### src/rtl/q2_pkg.sv
// q2_pkg: state codes and parameter bounds shared by the Q2 sequencer files.
package q2_pkg;
  typedef logic [3:0] state_t;
  localparam state_t ST_FETCH = 4'b0000;
  localparam state_t ST_DEREF = 4'b0001;
  localparam state_t ST_LOAD  = 4'b0010;
  localparam state_t ST_EXEC  = 4'b0011;
  localparam state_t ST_ALU0  = 4'b0100;
  localparam int ALU_STEPS_MAX = 12;
endpackage

### src/rtl/q2_sequencer_if.sv
// q2_seq_if: front-panel/opcode inputs and state/strobe outputs of the Q2 sequencer.
interface q2_seq_if;
  logic run, step, o0, o1, o2;
  logic s0, s1, s2, s3, ws, running, alu_last;
  modport master (input run, step, o0, o1, o2, output s0, s1, s2, s3, ws, running, alu_last);
  modport slave (output run, step, o0, o1, o2, input s0, s1, s2, s3, ws, running, alu_last);
endinterface

### src/rtl/q2_phase_gen.sv
// q2_phase_gen: two-clock settle/strobe phase toggle; ws is the registered phase bit.
module q2_phase_gen (
  input  logic clk,
  input  logic rst,
  input  logic en_i,
  output logic ws_o
);
  logic phase_q, phase_d;
  assign phase_d = en_i & ~phase_q;
  always_ff @(posedge clk) phase_q <= rst ? 1'b0 : phase_d;
  assign ws_o = phase_q;
endmodule

### src/rtl/q2_sequencer.sv
// q2_sequencer: machine-state and write-strobe generator for q2_control.
// Define Q2_SEQ_STEP_EN to enable the single-step latch.
module q2_sequencer
  import q2_pkg::*;
#(
  parameter int ALU_STEPS = 8
) (
  input logic clk,
  input logic rst,
  q2_seq_if.master bus
);
  localparam state_t ST_ALU_LAST = state_t'(ST_ALU0 + ALU_STEPS - 1);
  if (ALU_STEPS < 1 || ALU_STEPS > ALU_STEPS_MAX) begin : g_bad_steps
    $error("q2_sequencer: ALU_STEPS out of range 1..12");
  end
  state_t state_q, state_d;
  logic running_q, running_d, alu_last_q, ws, start, done;
`ifdef Q2_SEQ_STEP_EN
  logic step_q;
  logic unused_ok;
  assign unused_ok = &{1'b0, bus.o0, bus.o1};
  assign start = bus.run | step_q;
  // step is only latched while idle; a start by run clears any pending step
  always_ff @(posedge clk) step_q <= rst ? 1'b0 : ~running_q & ~start & bus.step;
`else
  logic unused_ok;
  assign unused_ok = &{1'b0, bus.o0, bus.o1, bus.step};
  assign start = bus.run;
`endif
  q2_phase_gen u_phase (.clk(clk), .rst(rst), .en_i(running_q), .ws_o(ws));
  // ALU0 directly follows EXEC in code order, so a plain increment covers o2 = 0
  always_comb begin
    done = running_q & ws & ((state_q == ST_EXEC & bus.o2) | state_q == ST_ALU_LAST);
    running_d = (running_q & ~done) | start;
    state_d = ~running_q ? ST_FETCH : ~ws ? state_q : done ? ST_FETCH : state_q + 4'd1;
  end
  always_ff @(posedge clk) begin
    if (rst) begin
      state_q <= ST_FETCH;
      running_q <= 1'b0;
      alu_last_q <= 1'b0;
    end else begin
      state_q <= state_d;
      running_q <= running_d;
      alu_last_q <= state_d == ST_ALU_LAST;
    end
  end
  assign {bus.s3, bus.s2, bus.s1, bus.s0} = state_q;
  assign bus.ws = ws;
  assign bus.running = running_q;
  assign bus.alu_last = alu_last_q;
endmodule
### src/flat_wrapper.sv
// flat-port wrapper written by rule: the top's interface ports become plain ports
module q2_sequencer_flat import q2_pkg::*;
#(
  parameter int ALU_STEPS = 8
)
  (clk, rst, bus_run, bus_step, bus_o0, bus_o1, bus_o2, bus_s0, bus_s1, bus_s2, bus_s3, bus_ws, bus_running, bus_alu_last);
  q2_seq_if bus_i ();
  input logic clk;
  input logic rst;
  input wire logic [$bits(bus_i.run)-1:0] bus_run;
  input wire logic [$bits(bus_i.step)-1:0] bus_step;
  input wire logic [$bits(bus_i.o0)-1:0] bus_o0;
  input wire logic [$bits(bus_i.o1)-1:0] bus_o1;
  input wire logic [$bits(bus_i.o2)-1:0] bus_o2;
  output wire logic [$bits(bus_i.s0)-1:0] bus_s0;
  output wire logic [$bits(bus_i.s1)-1:0] bus_s1;
  output wire logic [$bits(bus_i.s2)-1:0] bus_s2;
  output wire logic [$bits(bus_i.s3)-1:0] bus_s3;
  output wire logic [$bits(bus_i.ws)-1:0] bus_ws;
  output wire logic [$bits(bus_i.running)-1:0] bus_running;
  output wire logic [$bits(bus_i.alu_last)-1:0] bus_alu_last;
  assign bus_i.run = bus_run;
  assign bus_i.step = bus_step;
  assign bus_i.o0 = bus_o0;
  assign bus_i.o1 = bus_o1;
  assign bus_i.o2 = bus_o2;
  assign bus_s0 = bus_i.s0;
  assign bus_s1 = bus_i.s1;
  assign bus_s2 = bus_i.s2;
  assign bus_s3 = bus_i.s3;
  assign bus_ws = bus_i.ws;
  assign bus_running = bus_i.running;
  assign bus_alu_last = bus_i.alu_last;
  q2_sequencer #(.ALU_STEPS(ALU_STEPS)) u_core (.clk(clk), .rst(rst), .bus(bus_i));
endmodule
### config.mk
export PLATFORM = sky130hd
export DESIGN_NAME = q2_sequencer_flat
export DESIGN_NICKNAME = d
export VERILOG_FILES = /design/src/rtl/q2_pkg.sv /design/src/rtl/q2_sequencer_if.sv /design/src/rtl/q2_phase_gen.sv /design/src/rtl/q2_sequencer.sv /design/src/flat_wrapper.sv
export SDC_FILE = /design/constraint.sdc
export NUM_CORES = 1
export LEC_CHECK = 0
export ABC_AREA = 1
export BUFFER_PORTS_ARGS = -buffer_cell sky130_fd_sc_hd__clkbuf_2
export CORE_AREA = 2 2 39 41
export CTS_BUF_LIST = sky130_fd_sc_hd__clkbuf_4
export CTS_CLUSTER_DIAMETER = 30
export DETAILED_ROUTE_END_ITERATION = 7
export DIE_AREA = 0 0 41 43
export MAX_ROUTING_LAYER = met4
export SLEW_MARGIN = 20
export SYNTH_ARGS = -nofsm -noshare
export SYNTH_HDL_FRONTEND = slang
export SYNTH_SLANG_ARGS = --single-unit
### constraint.sdc
create_clock -name clk -period 1.31 [get_ports clk]
set_input_delay 0.131 -clock clk [delete_from_list [all_inputs] [get_ports clk]]
set_output_delay 0.131 -clock clk [all_outputs]
set_load 0.05 [all_outputs]
Word level (Yosys, flattened, before mapping)
Index checks and enable logic that the tools add are counted.
W data, S select, Z words.
- bits in registers: 7
- bits of input ports: 7
- output and inout port bits: 7
- word-level logic and storage cells: 20
- $add $sub $neg: 1
- eq/ne operators: 3
- muxes and demuxes: 3
- bitwise gates (word level): 9
- operator list (cell ; count):
    $mux W4 ; 3
    $eq A4 B4 Y1 const B ; 2
    $and A1 B1 Y1 ; 5
    $add A4 B1 Y4 const B ; 1
    $eq A4 B2 Y1 const B ; 1
    $not A1 Y1 ; 2
    $or A1 B1 Y1 ; 2

Longest topological paths before layout
- depth in word-level cells: 8
- mapped depth: 8
- mapped depth without buffers: 8

Modules after synthesis
Synthesis repeated with hierarchy kept, for this count alone.
- cells, all modules: 47
- area total of the unflattened synthesis: 326.6 um^2
- by module, submodules not included (module ; instances ; cells an instance ; area each (um^2) ; seq. area each (um^2)):
    q2_sequencer ; 1 ; 43 ; 292.8 ; 120.1
    q2_phase_gen ; 1 ; 4 ; 33.8 ; 20.0

Worst setup path after synthesis
No wires, ideal clock.
- path type: reg-to-reg
- start point: register u_core.state_q[0]
- end point: register u_core.alu_last_q, in the netlist u_core.bus.alu_last
- data arrival time: 1424 ps
- setup slack: -226 ps
- stages on the path, launching flop included: 9
- clock period less this slack: 1536 ps
- cell sequence: dfxtp_1 ha_1 inv_1 nor2_1 nand2_1 nor2_1 nor2_1 nand2_1 nor2_2
- word-level cells in the longest chain between the ends: 8
- elaborated cells on any way between the ends: 10
- those cells by class: 1 x add/sub; 3 x eq/ne; 3 x mux; 3 x bitwise
- RTL lines (item ; line ; RTL):
    start: declaration ; q2_sequencer.sv:16 ; state_t state_q, state_d;
    start signal: assignment ; q2_sequencer.sv:43 ; state_q <= state_d;
    $eq A4 B2 Y1 ; q2_sequencer.sv:33 ; done = running_q & ws & ((state_q == ST_EXEC & bus.o2) | state_q == ST_ALU_LAST);
    $and A1 B1 Y1 ; q2_sequencer.sv:33 ;
    $or A1 B1 Y1 ; q2_sequencer.sv:33 ;
    $and A1 B1 Y1 ; q2_sequencer.sv:33 ;
    $mux W4 ; q2_sequencer.sv:35 ; state_d = ~running_q ? ST_FETCH : ~ws ? state_q : done ? ST_FETCH : state_q + 4'd1;
    $mux W4 * (2 in a row) ; q2_sequencer.sv:35 ;
    $eq A4 B4 Y1 * ; q2_sequencer.sv:45 ; alu_last_q <= state_d == ST_ALU_LAST;
    end signal: assignment ; q2_sequencer.sv:41 ; alu_last_q <= 1'b0;
    end signal: assignment ; q2_sequencer.sv:45 ;
    end: declaration ; q2_sequencer.sv:17 ; logic running_q, running_d, alu_last_q, ws, start, done;
Every way passes the cells marked *; elsewhere a longest branch is shown, timed or not.
A chain may end at the register's enable or synchronous reset.

Worst setup path in the final report
- start point: register u_core.state_q[0]
- end point: register u_core.state_q[3]
- word-level cells in the longest chain between the ends: 7
- elaborated cells on any way between the ends: 9
- those cells by class: 1 x add/sub; 2 x eq/ne; 3 x mux; 3 x bitwise
- RTL lines (item ; line):
    $eq A4 B2 Y1 ; q2_sequencer.sv:33
    $and A1 B1 Y1 ; q2_sequencer.sv:33
    $or A1 B1 Y1 ; q2_sequencer.sv:33
    $and A1 B1 Y1 ; q2_sequencer.sv:33
    $mux W4 * (3 in a row) ; q2_sequencer.sv:35
Marked as above.

==> flow_summary.toml <==
[outcome]
outcome = "completed"

[sta]
period_minus_slack_ns = 1.21
tightestPinTransition_ns = 0.281
clock.fmax_ghz = 0.828
finalSetupViolations = 0
rsz0062_at_grt = "false"
fin_tns_setup_ns = 0
final_max_slew_viol_count = 0
finalCritPeriodShare_pct = 92.2
final.setup_skew_ns = 0.000976
slew_headroom_pct = 81.4
hold_violations = 0

[worst_hold_path]
min_path_type = "input pin to register"
hp-start = "bus_run"

[drt]
met1_length_um = 277
post-route-drc-count = 0
wl_met3_um = 30
top_layer = "met4"
via_count = 347
vias_per_cell = 4.28
dr.first_iter.drc_count = 7
wirelength_um = 717
met2_wirelength_um = 393
ant_nets = 0
wl_per_cell_um = 8.85
firstDrtPassIters = 4

[setup_path]
crit_path_start = "u_core.state_q[0]$_SDFF_PP0_"
crit_path_max_incr_delay_ns = 0.36
cpMostUsedCell = "nor2_1"
crit_required_ns = 1.45
crit_arrival_ns = 1.35
r2r-start = "u_core.state_q[0]$_SDFF_PP0_"
startpoint_type = "register"
endpoint_kind = "register"
critical_path.top_delay_family = "simple AND/OR/NAND/NOR gates"
path_class = "register to register"
crit_fanout = 5
cp_slowest_cell = "dfxtp_4"
crit_chain = "ha_2 > inv_1 > nor2_2 > nand2_2 > nor2_1 > nor2_1 > nand2_1 > nor2_1"
path_buf_inv = 1

[logic_synthesis]
synth_compound_area_share_pct = 1.44
muxShareOfSynthArea_pct = 0
synth_xor_area_share_pct = 2.53
synth_simple_gate_area_share_pct = 41.2
yosys_warnings = 0
synth_fa_ha_area_share_pct = 3.61
synth_cell_type_count = 14
avgSynthCellArea_um2 = 6.80
synth_fp_nets = 59
synth_seq_cells = 7
synth_top_family_by_area = "simple AND/OR/NAND/NOR gates"
mappedNetlistArea_um2 = 347
synth_cells = 51
synth_seq_area_share_pct = 40.4

[global_routing]
grt_pass1_vias = 315
grt_overflow_total = 0
grt_pass1_wl_um = 1170
antenna_found_initial = 0
grtUsageTotal_pct = 10.4
grt_max_degree = 7

[clock_network]
cts.sinks = 7
cts.clk_slew.worst_paths_ns = 0.05
cts_buffer_depth = 2
cts_hold_buf = 0
cts_resized = 0
post-cts-setup-buffer-count = 0
htreeDepth = 1
cts_tree = "yes"
root_buffer = "clkbuf_4"
clk-insertion-delay-late_ns = 0.25
cts_made_buffers = 3

[floorplanning]
dieHeight_um = 43
die_area_um2 = 1760
rows = 14
ioPinCount = 14
initial_utilization_pct = 25.0
coreArea_um2 = 1380
fp.dieW_um = 41

[layout]
layout_common_cells = "clkbuf_2 (10), inv_1 (9), nand2_1 (9), nor2_1 (9), dfxtp_1 (5)"
drive_gt1_share_pct = 40.0
diodes = 0
fin_nets = 74
final_common_cell = "clkbuf_2"
area_growth_pct = 33.2
utilization_pct = 33.4

[power_and_ir_drop]
p_per_area_nw_per_um2 = 1030
irDropWorstVdd_mv = 0.403
p_leak_nw = 0.226

[job]
max_cap_violations = 0

[place]
finalWeightedCongestion = 0.724
dpl.hpwl_um = 595
port_buffers = 10
## kinds of logic after synthesis
kind of cell             Yosys count
AND/OR/NAND/NOR                   31
buffers and inverters             10
flip-flops                         7
AO/OA/AOI/OAI                      1
XOR/XNOR                           1
adder cells (fa/ha/maj)            1
## report_power, final
group	internal [mW]	switching [mW]	leakage (nW)
Clock	0.137	0.0748	0.0184
Sequential	0.214	0.00777	0.0585
Combinational	0.0116	0.0304	0.149
Total	0.363	0.113	0.226
## worst register-to-register path, cell delays in order (launching register included)
cell and delay (ns):
dfxtp_4 0.36, ha_2 0.17, inv_1 0.05, nor2_2 0.12
nand2_2 0.09, nor2_1 0.11, nor2_1 0.07, nand2_1 0.09
nor2_1 0.05
## layout make-up
type	count	area (um2)
fill	163	922
multi-input combinational	34	176
sequential	7	148
timing repair buffer	10	50.0
inverter	10	37.5
clock buffer	4	30.0
tap	16	20.0
## registers in the layout (all words and copies together), names as in the netlist
| name | flops |
|---|---|
| u_core.u_phase.ws_o | 1 |
| u_core.bus.running | 1 |
| u_core.bus.alu_last | 1 |
| u_core.state_q | 4 |
## through the flow
step / worst slack, ns / area, um2 / hold slack, ns / power (mW) / cells
3_5_place_dp: 0.0901 / 422 / 0.347 / 0.270 / 77
4_1_cts: 0.0746 / 452 / 0.0852 / 0.490 / 81
6_report: 0.102 / 462 / 0.0930 / 0.476 / 81
3_3_place_gp: 0.112 / 422 / 0.337 / 0.270 / 77
2_1_floorplan: 0.0132 / 352 / 0.193 / 0.256 / 51
5_1_grt: 0.0127 / 462 / 0.110 / 0.504 / 81
## routing by layer
layer  vias to the layer above  track usage, %
met5                         -               -
li1                        182               -
met1                       155            10.7
met3                         2            2.09
met4                         0            10.0
met2                         8            15.3
## final timing paths
path / to / slack [ns] / depth (start not counted)
worst max-delay path: u_core.state_q[3]$_SDFF_PP0_ / 0.10 / 8
worst min-delay path: u_core.bus.running$_SDFF_PP0_ / 0.09 / 3
worst max register to register: u_core.state_q[3]$_SDFF_PP0_ / 0.10 / 8
worst min register to register: u_core.u_phase.ws_o$_SDFF_PP0_ / 0.53 / 2
## synthesized netlist by cell type, drive strengths merged
library cell / instances / area, um2
xor2: 1 / 8.76
dfxtp: 7 / 140
inv: 10 / 37.5
nand2: 13 / 56.3
nand3: 4 / 25.0
nand4: 1 / 6.26
a21oi: 1 / 5.00
nor2: 12 / 50.1
ha: 1 / 12.5
nor3: 1 / 5.00
No activity file was read; power rests on OpenSTA's default activity.
